==> src/rtl/pc_fetch_ctrl.sv <==
`default_nettype none
// ============================================================================
// Module   : pc_fetch_ctrl
// Purpose  : Owns the fetch PC, drives the imem request handshake and opens a
//            flush window after every trap or branch redirect.
// Revision : 1.0 - initial release
// ============================================================================
module pc_fetch_ctrl #(
  parameter int              XLEN         = 64,
  parameter logic [XLEN-1:0] RESET_VECTOR = '0,
  parameter int              FLUSH_CYCLES = 2,
  parameter int              CNT_W        = 32
) (
  input  logic             clk,
  input  logic             rst,
  input  logic             stall_i,
  input  logic             br_taken_i,
  input  logic [XLEN-1:0]  br_target_i,
  input  logic             trap_i,
  input  logic [XLEN-1:0]  trap_vector_i,
  input  logic             imem_ready_i,
  output logic             imem_req_o,
  output logic [XLEN-1:0]  pc_o,
  output logic             if_valid_o,
  output logic             flush_o,
  output logic             misalign_o,
  output logic [CNT_W-1:0] redirect_cnt_o
);

  typedef enum logic [1:0] {
    S_IDLE  = 2'd0,
    S_FETCH = 2'd1,
    S_FLUSH = 2'd2
  } state_t;

  localparam logic [2:0]       c_FLUSH_LOAD = 3'(FLUSH_CYCLES - 1);
  localparam logic [XLEN-1:0]  c_PC_STEP    = XLEN'(4);
  localparam logic [CNT_W-1:0] c_CNT_ONE    = CNT_W'(1);
  localparam logic [CNT_W-1:0] c_CNT_MAX    = '1;

  state_t           r_state;
  state_t           w_state_nxt;
  logic [XLEN-1:0]  r_pc;
  logic [XLEN-1:0]  w_pc_nxt;
  logic             r_flush;
  logic             w_flush_nxt;
  logic [2:0]       r_flush_cnt;
  logic [2:0]       w_flush_cnt_nxt;
  logic             r_if_valid;
  logic             w_if_valid_nxt;
  logic             r_misalign;
  logic             w_misalign_nxt;
  logic [CNT_W-1:0] r_redirect_cnt;
  logic [CNT_W-1:0] w_redirect_cnt_nxt;

  logic             w_redirect;
  logic             w_tgt_misaligned;
  logic [XLEN-1:0]  w_redirect_pc;

  always_ff @(posedge clk or posedge rst) begin
    if (rst) begin
      r_state        <= S_IDLE;
      r_pc           <= RESET_VECTOR;
      r_flush        <= 1'b0;
      r_flush_cnt    <= 3'd0;
      r_if_valid     <= 1'b0;
      r_misalign     <= 1'b0;
      r_redirect_cnt <= '0;
    end else begin
      r_state        <= w_state_nxt;
      r_pc           <= w_pc_nxt;
      r_flush        <= w_flush_nxt;
      r_flush_cnt    <= w_flush_cnt_nxt;
      r_if_valid     <= w_if_valid_nxt;
      r_misalign     <= w_misalign_nxt;
      r_redirect_cnt <= w_redirect_cnt_nxt;
    end
  end

  always_comb begin
    w_state_nxt        = r_state;
    w_pc_nxt           = r_pc;
    w_flush_nxt        = 1'b0;
    w_flush_cnt_nxt    = r_flush_cnt;
    w_if_valid_nxt     = 1'b0;
    w_misalign_nxt     = 1'b0;
    w_redirect_cnt_nxt = r_redirect_cnt;

    // A trap masks the branch entirely, so its alignment never matters then.
    w_tgt_misaligned = (br_target_i[1:0] != 2'b00);
    w_redirect_pc    = (trap_i || w_tgt_misaligned) ? trap_vector_i : br_target_i;
    w_redirect       = ((r_state == S_FETCH) || (r_state == S_FLUSH)) &&
                       (trap_i || br_taken_i);

    if (w_redirect) begin
      w_state_nxt     = S_FLUSH;
      w_pc_nxt        = w_redirect_pc;
      w_flush_nxt     = 1'b1;
      w_flush_cnt_nxt = c_FLUSH_LOAD;
      w_misalign_nxt  = !trap_i && w_tgt_misaligned;
      if (r_redirect_cnt != c_CNT_MAX) begin
        w_redirect_cnt_nxt = r_redirect_cnt + c_CNT_ONE;
      end
    end else begin
      case (r_state)
        S_IDLE: begin
          w_state_nxt = S_FETCH;
        end
        S_FETCH: begin
          if (!stall_i && imem_ready_i) begin
            w_pc_nxt       = r_pc + c_PC_STEP;
            w_if_valid_nxt = 1'b1;
          end
        end
        S_FLUSH: begin
          if (r_flush_cnt == 3'd0) begin
            w_state_nxt = S_FETCH;
          end else begin
            w_flush_cnt_nxt = r_flush_cnt - 3'd1;
            w_flush_nxt     = 1'b1;
          end
        end
        default: begin
          w_state_nxt = S_IDLE;
        end
      endcase
    end

    imem_req_o = (r_state == S_FETCH);
  end

  assign pc_o           = r_pc;
  assign if_valid_o     = r_if_valid;
  assign flush_o        = r_flush;
  assign misalign_o     = r_misalign;
  assign redirect_cnt_o = r_redirect_cnt;

endmodule
`default_nettype wire

==> config.mk <==
export PLATFORM = sky130hd
export DESIGN_NAME = pc_fetch_ctrl
export DESIGN_NICKNAME = d
export VERILOG_FILES = /design/src/rtl/pc_fetch_ctrl.sv
export SDC_FILE = /design/constraint.sdc
export NUM_CORES = 1
export LEC_CHECK = 0
export CORE_ASPECT_RATIO = 0.6
export CORE_MARGIN = 8
export CORE_UTILIZATION = 45
export CTS_CLUSTER_SIZE = 40
export DETAILED_ROUTE_END_ITERATION = 7
export HOLD_SLACK_MARGIN = 0.08
export PLACE_DENSITY_LB_ADDON = 0.15
export SLEW_MARGIN = 10
export SYNTH_ARGS = -nofsm -noshare
export SYNTH_HDL_FRONTEND = slang
export SYNTH_SLANG_ARGS = --single-unit
==> constraint.sdc <==
create_clock -name clk -period 4.4 [get_ports clk]
set_input_delay 0.66 -clock clk [delete_from_list [all_inputs] [get_ports clk]]
set_output_delay 0.66 -clock clk [all_outputs]
set_load 0.02 [all_outputs]
* Word-level counts from Yosys, hierarchy flattened *
Index checks and enable logic that the tools add are counted.

word-level totals
  latch bits = 0
  memories kept = 0
  bits in read-only memories = 0
  bits in registers = 104
  logic and storage cells = 51
  output and inout bits = 100
  input port bits = 134
  RAM bits = 0

cells by class
  magnitude comparators = 0
  bitwise logic cells = 0
  equal/unequal tests = 6
  shifts and indexed selects = 0
  reduce and logical (&&, ||, !) cells = 18
  multiplexer cells = 17
  multiply operators = 0
  divide/modulo/power cells = 0
  add/subtract/negate cells = 3

operator list
  operator                                          count
  two-way mux 64 bit                                4
  adder 64 x 3 -> 64 bit, second input constant     1
  adder 32 x 1 -> 32 bit, second input constant     1
  != test 32 bit, second input constant             1
  two-way mux 3 bit                                 3
  AND reduction 2 bit                               4
  nonzero test 2 bit                                4
  two-way mux 1 bit                                 7
  case mux 2 bit (3 select lines)                   1
  two-way mux 2 bit                                 2
  logical AND 1 bit                                 3
  logical NOT 3 bit                                 1
  logical OR 1 bit                                  3
  != test 3 x 2 -> 1 bit, second input constant     1
  subtractor 3 x 1 -> 3 bit, second input constant  1
  == test 2 x 1 -> 1 bit, second input constant     1
  == test 2 bit, second input constant              1
  logical NOT 1 bit                                 2
  logical NOT 2 bit                                 1
  != test 2 x 1 -> 1 bit, second input constant     1
  != test 2 bit, second input constant              1

* Depth between registers and ports, before layout *
Gate-level depths: netlist (run 1).

  word-level depth = 5
  depth in mapped cells = 9
  mapped depth without buffers = 7

* Worst setup path after synthesis (run 1) *
No wires, ideal clock.

  path type = reg-to-reg
  from = reg r_state[1]
  to = reg r_pc[38], in the netlist pc_o[38]
  setup time = 0.082 ns
  required time = 4.318 ns
  stages on the path, launching flop included = 8
  arrival = 2.569 ns
  buffers on the path = 0
  clock period less this slack = 2.651 ns
  slack = 1.749 ns
  path through = dfrtp_1 > inv_1 > ha_1 > nand3b_1 > nor4_4 > nand3_1 > or4_2 > a31oi_1

on the way
  longest elaborated chain between the ends = 5
  elaborated cells between the ends (all ways) = 8
  classes of those cells = eq/ne: 2; mux: 1; reduce/logical: 5

RTL lines
  element                               RTL line  source
  from (decl)                           41        state_t r_state;
  from (signal assigned)                70        r_state <= w_state_nxt;
  == test 2 x 1 -> 1 bit *              n/a
  net imem_req_o                        22        output logic imem_req_o,
  logical OR 1 bit                      92        w_redirect = ((r_state == S_FETCH) || (r_state == S_FLUSH)) &&
  logical AND 1 bit                     92
  nonzero test 2 bit (no source line)   n/a
  AND reduction 2 bit (no source line)  n/a
  to (signal assigned)                  71        r_pc <= w_pc_nxt;
  to (decl)                             43        logic [XLEN-1:0] r_pc;

The timed path passes the listed nets; every way through them passes the cells marked *.
A chain may end at the register's enable or synchronous reset.

* Final worst setup path (run 1) *
  from = in stall_i
  to = reg r_pc[38], in the netlist pc_o[38]

on the way
  longest elaborated chain between the ends = 4

RTL lines
  element                               RTL line  source
  from (decl)                           16        input logic stall_i,
  logical NOT 1 bit                     110       if (!stall_i && imem_ready_i) begin
  logical AND 1 bit                     110
  nonzero test 2 bit (no source line)   n/a
  AND reduction 2 bit (no source line)  n/a

Every way passes these cells.

==> results of run 1 <==
-- through the flow --
stage / std cells / setup WS [ps]
6_report: 1072 / 1020
5_1_grt: 1072 / 816
4_1_cts: 1072 / 1040
3_5_place_dp: 1057 / 697
3_3_place_gp: 1057 / 792
2_1_floorplan: 680 / 1010
-- layout by cell type, fill, tap and decap left out, types with 15 or more instances in the layout --
master / netlist / layout
a211oi_1: 52 / 52
a21oi_1: 26 / 26
a31oi_1: 30 / 30
clkdlybuf4s50_1: 0 / 233
dfrtp_1: 104 / 104
nand2_1: 45 / 45
nand3_1: 37 / 37
nand4_1: 34 / 34
nor2_1: 26 / 26
nor2b_1: 53 / 53
nor3_1: 20 / 19
o21ai_0: 18 / 18
o31ai_1: 16 / 16
or3_1: 15 / 15
or4_1: 18 / 18
xnor2_1: 19 / 19
xor2_1: 43 / 43
-- registers in the layout, summed over array words and instances, names as in the netlist --
signal / cells
r_flush_cnt: 3
redirect_cnt_o: 32
pc_o: 64
r_state: 2
if_valid_o: 1
misalign_o: 1
flush_o: 1
-- area by class of cell --
type | instances | area share (%)
clock buffer | 10 | 2.64
clock inverter | 5 | 1.42
inverter | 10 | 0.442
multi-input combinational | 527 | 37.9
sequential | 104 | 28.7
tap | 175 | 2.42
timing repair buffer | 241 | 26.4
-- synth_stat cells (all sizes together) --
cell type / instances
a21oi: 26
nand4: 34
mux2: 1
nor4: 10
xor2: 43
or4: 19
buf: 4
dfrtp: 104
or3: 15
o21a: 2
clkbuf: 35
a211oi: 52
and3b: 1
o2111ai: 1
nand2: 45
nand3: 37
nor3b: 2
and3: 10
nor2: 26
a22o: 2
mux2i: 10
o21ai: 20
a31oi: 30
nor2b: 53
ha: 7
nor3: 20
o31ai: 16
and2: 5
nor4b: 3
and4: 8
xnor2: 19
inv: 10
o311a: 1
o31a: 5
or2: 3
nand3b: 1
-- where the power goes --
part | leakage (nW) | internal [mW] | switching [mW]
registers | 1.26 | 1.32 | 0.485
clock network | 0.179 | 0.627 | 0.353
logic | 2.00 | 1.21 | 1.56
-- per-layer routing --
layer	global-route usage, %	vias to the layer above	wire [um]
met5	0	-	0
met4	6.21	0	387
met3	6.42	31	1640
met2	35.9	270	9380
met1	30.1	2965	9330
li1	-	2978	-
-- cells by family after synthesis --
kind of cell	count (synthesis)	synth area share [%]
multiplexers	11	1.79
AND/OR/NAND/NOR	292	26.6
buffers and inverters	49	3.00
AO/OA/AOI/OAI	155	16.5
adder cells (fa/ha/maj)	7	1.41
XOR/XNOR	62	8.75
flip-flops	104	41.9
-- path summary, 6_finish.rpt --
path | startpoint | slack, ps | cells after the start | end
setup / recovery | stall_i | 1020 | 6 | pc_o[38]
hold / removal | redirect_cnt_o[15] | 490 | 1 | redirect_cnt_o[15]
setup reg to reg | r_state[1] | 1020 | 7 | pc_o[38]
hold reg to reg | redirect_cnt_o[15] | 490 | 1 | redirect_cnt_o[15]
max in group asynchronous | rst | 2740 | 3 | pc_o[4]
min in group asynchronous | rst | 830 | 2 | redirect_cnt_o[27]
-- worst register-to-register path, stage by stage, from the launching register on --
cell      delay (ps)
dfrtp_1          410
inv_1            110
ha_1             280
nand3b_1         340
nor4_4           670
nand3_1          550
or4_2            780
a31oi_1          170
==> out/metrics.csv, run 1 <==
stage,metric,value,unit
yosys,syn_area_per_cell,9.13,sq um
grt,antenna_found_initial,0,
critical_path,start_kind,input port,
yosys,netlist_area,6210,sq um
clock_network,h-tree-depth,3,
sta,fin_crit_sh,76.9,%
clock_network,cts.repair.resized,0,
critical_path,crit_path_max_incr_delay,780,ps
yosys,synth.distinct_cells,42,
power,power,5.55,mW
routing,ant_nets,0,
critical_path,arrival,3650,ps
sta,tightest_slew,1160,ps
critical_path,critPathTopFamily,simple AND/OR/NAND/NOR gates,
yosys,synth_top_area_share,41.9,%
critical_path,crit_path_cell_trace,"clkdlybuf4s50_1, nand3b_1, nor4_4, nand3_1, or4_2, a31oi_1",
sta,max_freq,0.296,GHz
die,die_x,168,um
sta,holdWs,486,ps
flow_run,maxCapViolations,0,
critical_path,cp_max_fo,16,
critical_path,worst-path-buf-inv,1,
die,die-area,17900,sq um
yosys,yosys-top-cells-area,"dfrtp_1 (42%), a211oi_1 (6.3%), xor2_1 (6.1%)",
layout,fin_nets,1034,
clock_network,cts_setup_buffers,0,
place,io_buffers,233,
yosys,ys_seq_elements,104,
critical_path,slowest_stage,or4_2,
critical_path,cp-end-kind,register,
clock_network,cts_root_buf,clkbuf_16,
routing,detail_route.wl_per_cell,19.3,um
layout,fin_area,9060,sq um
die,core,13600,sq um
clock_network,cts_tree,yes,
power,power_density,613,nW/um^2
die,dieHeight,107,um
die,rows,33,
sta,tns,0,ps
yosys,syn_inst,680,
yosys,synth_fp_nets,821,
routing,vias,6244,
critical_path,crit_type,input port to register,
layout,fillCellCount,1125,
routing,drc,0,
yosys,synth-seq-area-share,41.9,%
grt,overflow,0,
clock_network,cts.sinks,104,
layout,register_area,2600,sq um
power,irDropWorstVdd,450,uV
clock_network,cts_buffer_depth,2,
sta,slew_violations,0,
layout,n_antenna_cell,0,
routing,totalWireLength,20.7,mm
clock_network,cts_hold_buf,0,
routing,drtIter0Drc,282,
sta,relSlewSlack,22.0,%
place,hpwl,15.8,mm
die,start_util,45.7,%
grt,first_global_vias,6216,
yosys,yosysTopAreaCell,dfrtp_1,
hold_path,hp-class,register to register,
die,ioPinCount,234,
sta,grt_setup_unrepaired,no,
critical_path,required,4660,ps
grt,grt_max_degree,72,
clock_network,path_clk_slew,70,ps
place,placed_area,8690,sq um
routing,first_pass_iters,4,
layout,multi_input_area,3440,sq um
layout,drive_above_1_share,3.79,%
layout,syn_to_final_growth,45.9,%
sta,hold_viol,0,
routing,post_drt_via_cell_ratio,5.82,
sta,fin_skew,5.05,ps
layout,post-route-util,66.7,%
yosys,yosys_warnings,0,
clock_network,cts_buffers,9,
grt,grt_pass1_wl,33.0,mm
run_status,status,finished clean,
place,routabilityCongestion,0.818,
grt,track_usage,22.6,%
sta,setup_viol,0,
power,p_leak,3.43,nW
sta,post-route-min-period,3380,ps
clock_network,insertion_delay,340,ps
Note: power is estimated with default switching activity, not from simulation.
==> run 2, diff against run 1 <==
==> constraint.sdc (replaced) <==
create_clock -name clk -period 3.29 [get_ports clk]
set_input_delay 0.4935 -clock clk [delete_from_list [all_inputs] [get_ports clk]]
set_output_delay 0.4935 -clock clk [all_outputs]
set_load 0.02 [all_outputs]
==> run 2 against run 1 <==
Count of clock-buffer cells in the layout stayed put. Cell count is 0.37% higher. Core utilization is 0.17 points higher. Die area stayed put. Power is 31% higher. Register-to-register slack worse by 560 ps. Critical path depth is 2 higher. Sequential cell count stayed put. Clock skew is 3.4 ps higher. Combinational power is 36% higher. Largest power group unchanged.
==> out/metrics.csv, run 2 (synthesized netlist as in run 1, its figures left out) <==
stage,metric,value,unit,change
run_status,status,finished clean,,unchanged
place,placed_area,8770,sq um,was 8690 sq um
routing,vias,6205,,was 6244
sta,hold_viol,0,,unchanged
clock_network,cts.repair.resized,0,,unchanged
critical_path,start_kind,register,,was input port
sta,relSlewSlack,47.9,%,was 22.0%
critical_path,required,3550,ps,was 4660 ps
grt,grt.met2_usage,36.1,%,was 35.9%
die,core,13600,sq um,unchanged
grt,busiest_layer,met2,,unchanged
die,die_x,168,um,unchanged
routing,totalWireLength,20.6,mm,was 20.7 mm
sta,slew_violations,0,,unchanged
routing,drc,0,,unchanged
die,rows,33,,unchanged
grt,grt_pass1_wl,32.9,mm,was 33.0 mm
clock_network,cts_buffers,9,,unchanged
grt,overflow,0,,unchanged
critical_path,cp-startpoint,r_state[1],,was stall_i
critical_path,arrival,3100,ps,was 3650 ps
place,dp_slack,265,ps,was 697 ps
grt,antenna_found_initial,0,,unchanged
die,start_util,45.7,%,unchanged
place,routabilityCongestion,0.829,,was 0.818
grt,grt_max_degree,125,,was 72
routing,ant_nets,0,,unchanged
place,io_buffers,233,,unchanged
layout,final_cell_mix,"clkdlybuf4s50_1 (233), dfrtp_1 (104), nor2b_1 (53)",,unchanged
flow_run,maxCapViolations,0,,unchanged
layout,multi_input_area,3440,sq um,unchanged
routing,first_pass_iters,5,,was 4
layout,largest_reg_flops,64,,unchanged
sta,setup_slack,452,ps,was 1020 ps
grt,track_usage,22.5,%,was 22.6%
layout,fin_nets,1038,,was 1034
clock_network,insertion_delay,340,ps,about the same
sta,holdWs,494,ps,was 486 ps
power,power_density,803,nW/um^2,was 613 nW/um^2
layout,n_antenna_cell,0,,unchanged
grt,first_global_vias,6179,,was 6216
critical_path,r2r_start,r_state[1],,unchanged
sta,grt_setup_unrepaired,no,,unchanged
layout,finalNonFillerCells,1076,,was 1072
layout,fillCellCount,1082,,was 1125
critical_path,reg2reg_to,pc_o[62],,was pc_o[38]
critical_path,crit_path_end,pc_o[62],,was pc_o[38]
power,irDropWorstVdd,552,uV,was 450 uV
critical_path,crit_type,register to register,,was input port to register
sta,post-route-min-period,2840,ps,
clock_network,cts_root_buf,clkbuf_16,,unchanged
routing,post_drt_via_cell_ratio,5.77,,was 5.82
sta,tns,0,ps,unchanged
sta,tightest_slew,781,ps,was 1160 ps
place,place_inst,1061,,was 1057
routing,drtIter0Drc,334,,was 282
clock_network,cts_buffer_depth,2,,unchanged
die,die-area,17900,sq um,unchanged
layout,fin_area,9080,sq um,was 9060 sq um
clock_network,cts_hold_buf,0,,unchanged
layout,drive_above_1_share,4.11,%,was 3.79%
place,hpwl,15.7,mm,was 15.8 mm
layout,layout_commonest_cell,clkdlybuf4s50_1,,unchanged
hold_path,hold_depth,1,,unchanged
routing,detail_route.wl_per_cell,19.2,um,was 19.3 um
clock_network,path_clk_slew,70,ps,about the same
critical_path,ff2ff_setup_slack,450,ps,was 1020 ps
layout,syn_to_final_growth,46.3,%,was 45.9%
sta,max_freq,0.352,GHz,
die,dieHeight,107,um,unchanged
critical_path,cp_max_fo,15,,was 16
critical_path,cp-end-kind,register,,unchanged
grt,met1_usage,30.2,%,was 30.1%
die,ioPinCount,234,,unchanged
grt,grt_use_met3,6.24,%,was 6.42%
critical_path,rr_worst_depth,8,,was 7
clock_network,h-tree-depth,3,,unchanged
clock_network,cts.sinks,104,,unchanged
clock_network,cts_tree,yes,,unchanged
hold_path,hp-class,register to register,,unchanged
power,p_leak,3.44,nW,was 3.43 nW
clock_network,cts_setup_buffers,0,,unchanged
layout,register_area,2600,sq um,unchanged
sta,setup_viol,0,,unchanged
sta,fin_crit_sh,86.2,%,
sta,fin_skew,8.46,ps,was 5.05 ps
-- run 2: changes by cell type in the layout (fill, tap and decap cells not counted), sizes merged --
| cell | change |
|---|---|
| bufinv | -2 |
| clkinvlp | +1 |
| buf | +4 |
| inv | +1 |
-- run 2: critical path: stages, from the launching register on --
cell and delay (ps):
dfrtp_1 390, inv_1 110, ha_1 270, nand3b_1 330
nor4_4 350, buf_4 210, nand2_1 300, or4_1 590
a31oi_1 200
-- run 2: routing by layer --
| layer | up-vias | share of wire [%] |
|---|---|---|
| met5 | - | 0 |
| met4 | 0 | 1.1 |
| met3 | 21 | 6.5 |
| met2 | 213 | 45 |
| met1 | 2992 | 47 |
| li1 | 2979 | - |
-- run 2: stage by stage --
stage	util (%)	total power, mW
CTS	66.8	7.32
global placement	64.6	6.02
detailed placement	64.6	6.15
floorplan	-	4.37
finish	66.8	7.29
global route	66.8	7.76
-- run 2: power by group --
group	leakage, nW	switching (mW)	internal [mW]
registers	1.26	0.641	1.77
clock network	0.149	0.480	0.665
logic	2.04	2.10	1.64
total	3.44	3.22	4.07
-- run 2: how the worst min path moves through the flow --
stage                  startpoint                 end  slack (ps)
3_5_place_dp   redirect_cnt_o[28]  redirect_cnt_o[28]         480
2_1_floorplan      r_flush_cnt[1]      r_flush_cnt[1]         480
4_1_cts        redirect_cnt_o[28]  redirect_cnt_o[28]         500
3_3_place_gp   redirect_cnt_o[15]  redirect_cnt_o[15]         470
6_report       redirect_cnt_o[28]  redirect_cnt_o[28]         490
5_1_grt        redirect_cnt_o[15]  redirect_cnt_o[15]         510
-- run 2: area by class of cell --
cell class / instances / area share [%]
Inverter: 10 / 0.441
Sequential cell: 104 / 28.7
Timing Repair Buffer: 245 / 27.2
Clock buffer: 10 / 2.52
Tap cell: 175 / 2.41
Multi-Input combinational cell: 527 / 37.8
Clock inverter: 5 / 0.896
==> run 3, diff against run 2 <==
--- a/config.mk
+++ b/config.mk
@@ -7,11 +7,12 @@
 export LEC_CHECK = 0
 export CORE_ASPECT_RATIO = 0.6
 export CORE_MARGIN = 8
-export CORE_UTILIZATION = 45
+export CORE_UTILIZATION = 30
 export CTS_CLUSTER_SIZE = 40
 export DETAILED_ROUTE_END_ITERATION = 7
 export HOLD_SLACK_MARGIN = 0.08
 export PLACE_DENSITY_LB_ADDON = 0.15
+export REMOVE_ABC_BUFFERS = 1
 export SLEW_MARGIN = 10
 export SYNTH_ARGS = -nofsm -noshare
 export SYNTH_HDL_FRONTEND = slang
==> run 3 against run 2 <==
Sequential cell count unchanged. Power fell by 0.27%. Final area is 2.0% higher. Maximum frequency is 0.94% higher. Setup slack better by 26 ps. Sequential share of layout area fell by 0.55 points. Via count decreased by 3.6%. Non-clock buffer count rose by 7. Hold slack got worse by 8.9 ps. Critical path type unchanged. Critical endpoint unchanged. Largest power group unchanged. Highest routed layer unchanged.
==> out/metrics.csv, run 3 (synthesized netlist as in run 1, its figures left out) <==
stage,metric,value,unit,change
critical_path,cp_max_fo,15,,unchanged
die,dieHeight,127,um,was 107 um
critical_path,crit_type,register to register,,unchanged
layout,fin_nets,1045,,was 1038
power,power_density,785,nW/um^2,was 803 nW/um^2
power,p_switching,3.24,mW,was 3.22 mW
sta,fin_skew,10.9,ps,was 8.46 ps
grt,grt_pass1_wl,34.5,mm,was 32.9 mm
power,power,7.27,mW,was 7.29 mW
grt,antenna_found_initial,0,,unchanged
routing,drc,0,,unchanged
die,die_x,202,um,was 168 um
layout,layout_commonest_cell,clkdlybuf4s50_1,,unchanged
run_status,status,finished clean,,unchanged
critical_path,arrival,3090,ps,was 3100 ps
sta,slew_violations,0,,unchanged
die,die-area,25700,sq um,was 17900 sq um
clock_network,h-tree-depth,3,,unchanged
power,seqPwrFrac,33.4,%,was 33.0%
grt,grt_max_degree,125,,unchanged
clock_network,insertion_delay,350,ps,was 340 ps
clock_network,path_clk_slew,80,ps,was 70 ps
critical_path,crit_path_end,pc_o[62],,unchanged
hold_path,hp-class,input port to async pin,,was register to register
flow_run,maxCapViolations,0,,unchanged
sta,fin_crit_sh,85.4,%,was 86.2%
layout,final_cell_mix,"clkdlybuf4s50_1 (233), dfrtp_1 (104), nor2b_1 (53)",,unchanged
power,p_sw_share,44.6,%,was 44.1%
grt,track_usage,16.6,%,was 22.5%
layout,fillCellCount,1982,,was 1082
routing,post_drt_via_cell_ratio,5.06,,was 5.77
routing,first_pass_iters,4,,was 5
clock_network,cts.sinks,104,,unchanged
power,p_leak,3.48,nW,was 3.44 nW
die,ioPinCount,234,,unchanged
grt,overflow,0,,unchanged
power,internal_power,4.03,mW,was 4.07 mW
die,rows,40,,was 33
clock_network,cts_tree,yes,,unchanged
routing,ant_nets,0,,unchanged
clock_network,cts_buffers,9,,unchanged
sta,max_freq,0.356,GHz,was 0.352 GHz
clock_network,cts_buffer_depth,2,,unchanged
critical_path,start_kind,register,,unchanged
routing,vias,5984,,was 6205
sta,setup_viol,0,,unchanged
critical_path,cp-startpoint,r_state[1],,unchanged
sta,tightest_slew,842,ps,was 781 ps
critical_path,required,3570,ps,was 3550 ps
routing,detail_route.wl_per_cell,18.4,um,was 19.2 um
sta,hold_viol,0,,unchanged
critical_path,r2r_start,r_state[1],,unchanged
clock_network,cts_hold_buf,0,,unchanged
routing,totalWireLength,21.7,mm,was 20.6 mm
critical_path,reg2reg_to,pc_o[62],,unchanged
die,core,20200,sq um,was 13600 sq um
clock_network,cts_setup_buffers,0,,unchanged
layout,finalNonFillerCells,1182,,was 1076
sta,relSlewSlack,43.8,%,was 47.9%
critical_path,cp-end-kind,register,,unchanged
grt,first_global_vias,5919,,was 6179
sta,grt_setup_unrepaired,no,,unchanged
routing,drtIter0Drc,351,,was 334
layout,post-route-util,45.9,%,was 66.8%
sta,post-route-min-period,2810,ps,was 2840 ps
place,routabilityCongestion,0.806,,was 0.829
critical_path,ff2ff_setup_slack,480,ps,was 450 ps
die,start_util,30.8,%,was 45.7%
critical_path,rr_worst_depth,8,,unchanged
power,irDropWorstVdd,966,uV,was 552 uV
power,power.share.clock,15.7,%,about the same
layout,syn_to_final_growth,49.1,%,was 46.3%
place,hpwl,16.6,mm,was 15.7 mm
layout,n_antenna_cell,0,,unchanged
place,io_buffers,233,,unchanged
clock_network,cts_root_buf,clkbuf_16,,unchanged
power,combPwrFrac,50.9,%,was 51.3%
layout,largest_reg_flops,64,,unchanged
layout,drive_above_1_share,5.06,%,was 4.11%
clock_network,cts.repair.resized,0,,unchanged
place,place_inst,1166,,was 1061
run 3: worst min path at each step:
stage / endpoint / slack (ps) / depth (start not counted)
2_1_floorplan: r_flush_cnt[1] / 480 / 2
3_3_place_gp: redirect_cnt_o[15] / 480 / 1
3_5_place_dp: redirect_cnt_o[27] / 480 / 1
4_1_cts: redirect_cnt_o[15] / 490 / 1
5_1_grt: redirect_cnt_o[14] / 510 / 2
6_report: redirect_cnt_o[14] / 490 / 2
run 3: routing by layer:
| layer | track usage, % | vias up | part of all wire, % | routed length, um |
|---|---|---|---|---|
| li1 | - | 2997 | - | - |
| met1 | 24.5 | 2821 | 52 | 11300 |
| met2 | 23.4 | 157 | 41 | 8880 |
| met3 | 5.02 | 9 | 6.6 | 1430 |
| met4 | 3.08 | 0 | 0.63 | 136 |
| met5 | 0 | - | 0 | 0 |
run 3: area by class of cell:
| class | count | area (sq um) | area share, % |
|---|---|---|---|
| flip-flops and latches | 104 | 2600 | 28.1 |
| inverters | 10 | 40.0 | 0.432 |
| multi-input cells | 527 | 3440 | 37.1 |
| clock inverters | 6 | 75.1 | 0.811 |
| clock buffers | 10 | 239 | 2.58 |
| well taps | 273 | 342 | 3.69 |
| repair buffers | 252 | 2520 | 27.3 |
run 3: power groups by stage:
stage | Combinational [mW] | Sequential [mW] | Clock (mW)
3_5_place_dp | 3.74 | 2.44 | 0
6_report | 3.70 | 2.43 | 1.14
2_1_floorplan | 1.47 | 2.81 | 0
4_1_cts | 3.76 | 2.42 | 1.18
5_1_grt | 4.05 | 2.53 | 1.22
3_3_place_gp | 3.74 | 2.43 | 0
run 3: stage by stage:
stage	hold slack (ps)	area, sq um	setup TNS, ps	setup WS (ps)
final	485	9260	0	479
after global routing	512	9260	0	255
after CTS	494	9260	0	495
after detailed placement	482	8940	0	245
after global placement	475	8940	0	303
after floorplan	480	6060	-344840	-4410
run 3: critical path, cell delays in order (launching register included):
cell and delay, ps:
dfrtp_1 380, inv_1 100, ha_1 250, nand3b_1 220, nor4_4 510, buf_4 230
nand2_1 280, or4_1 590, a31oi_1 170
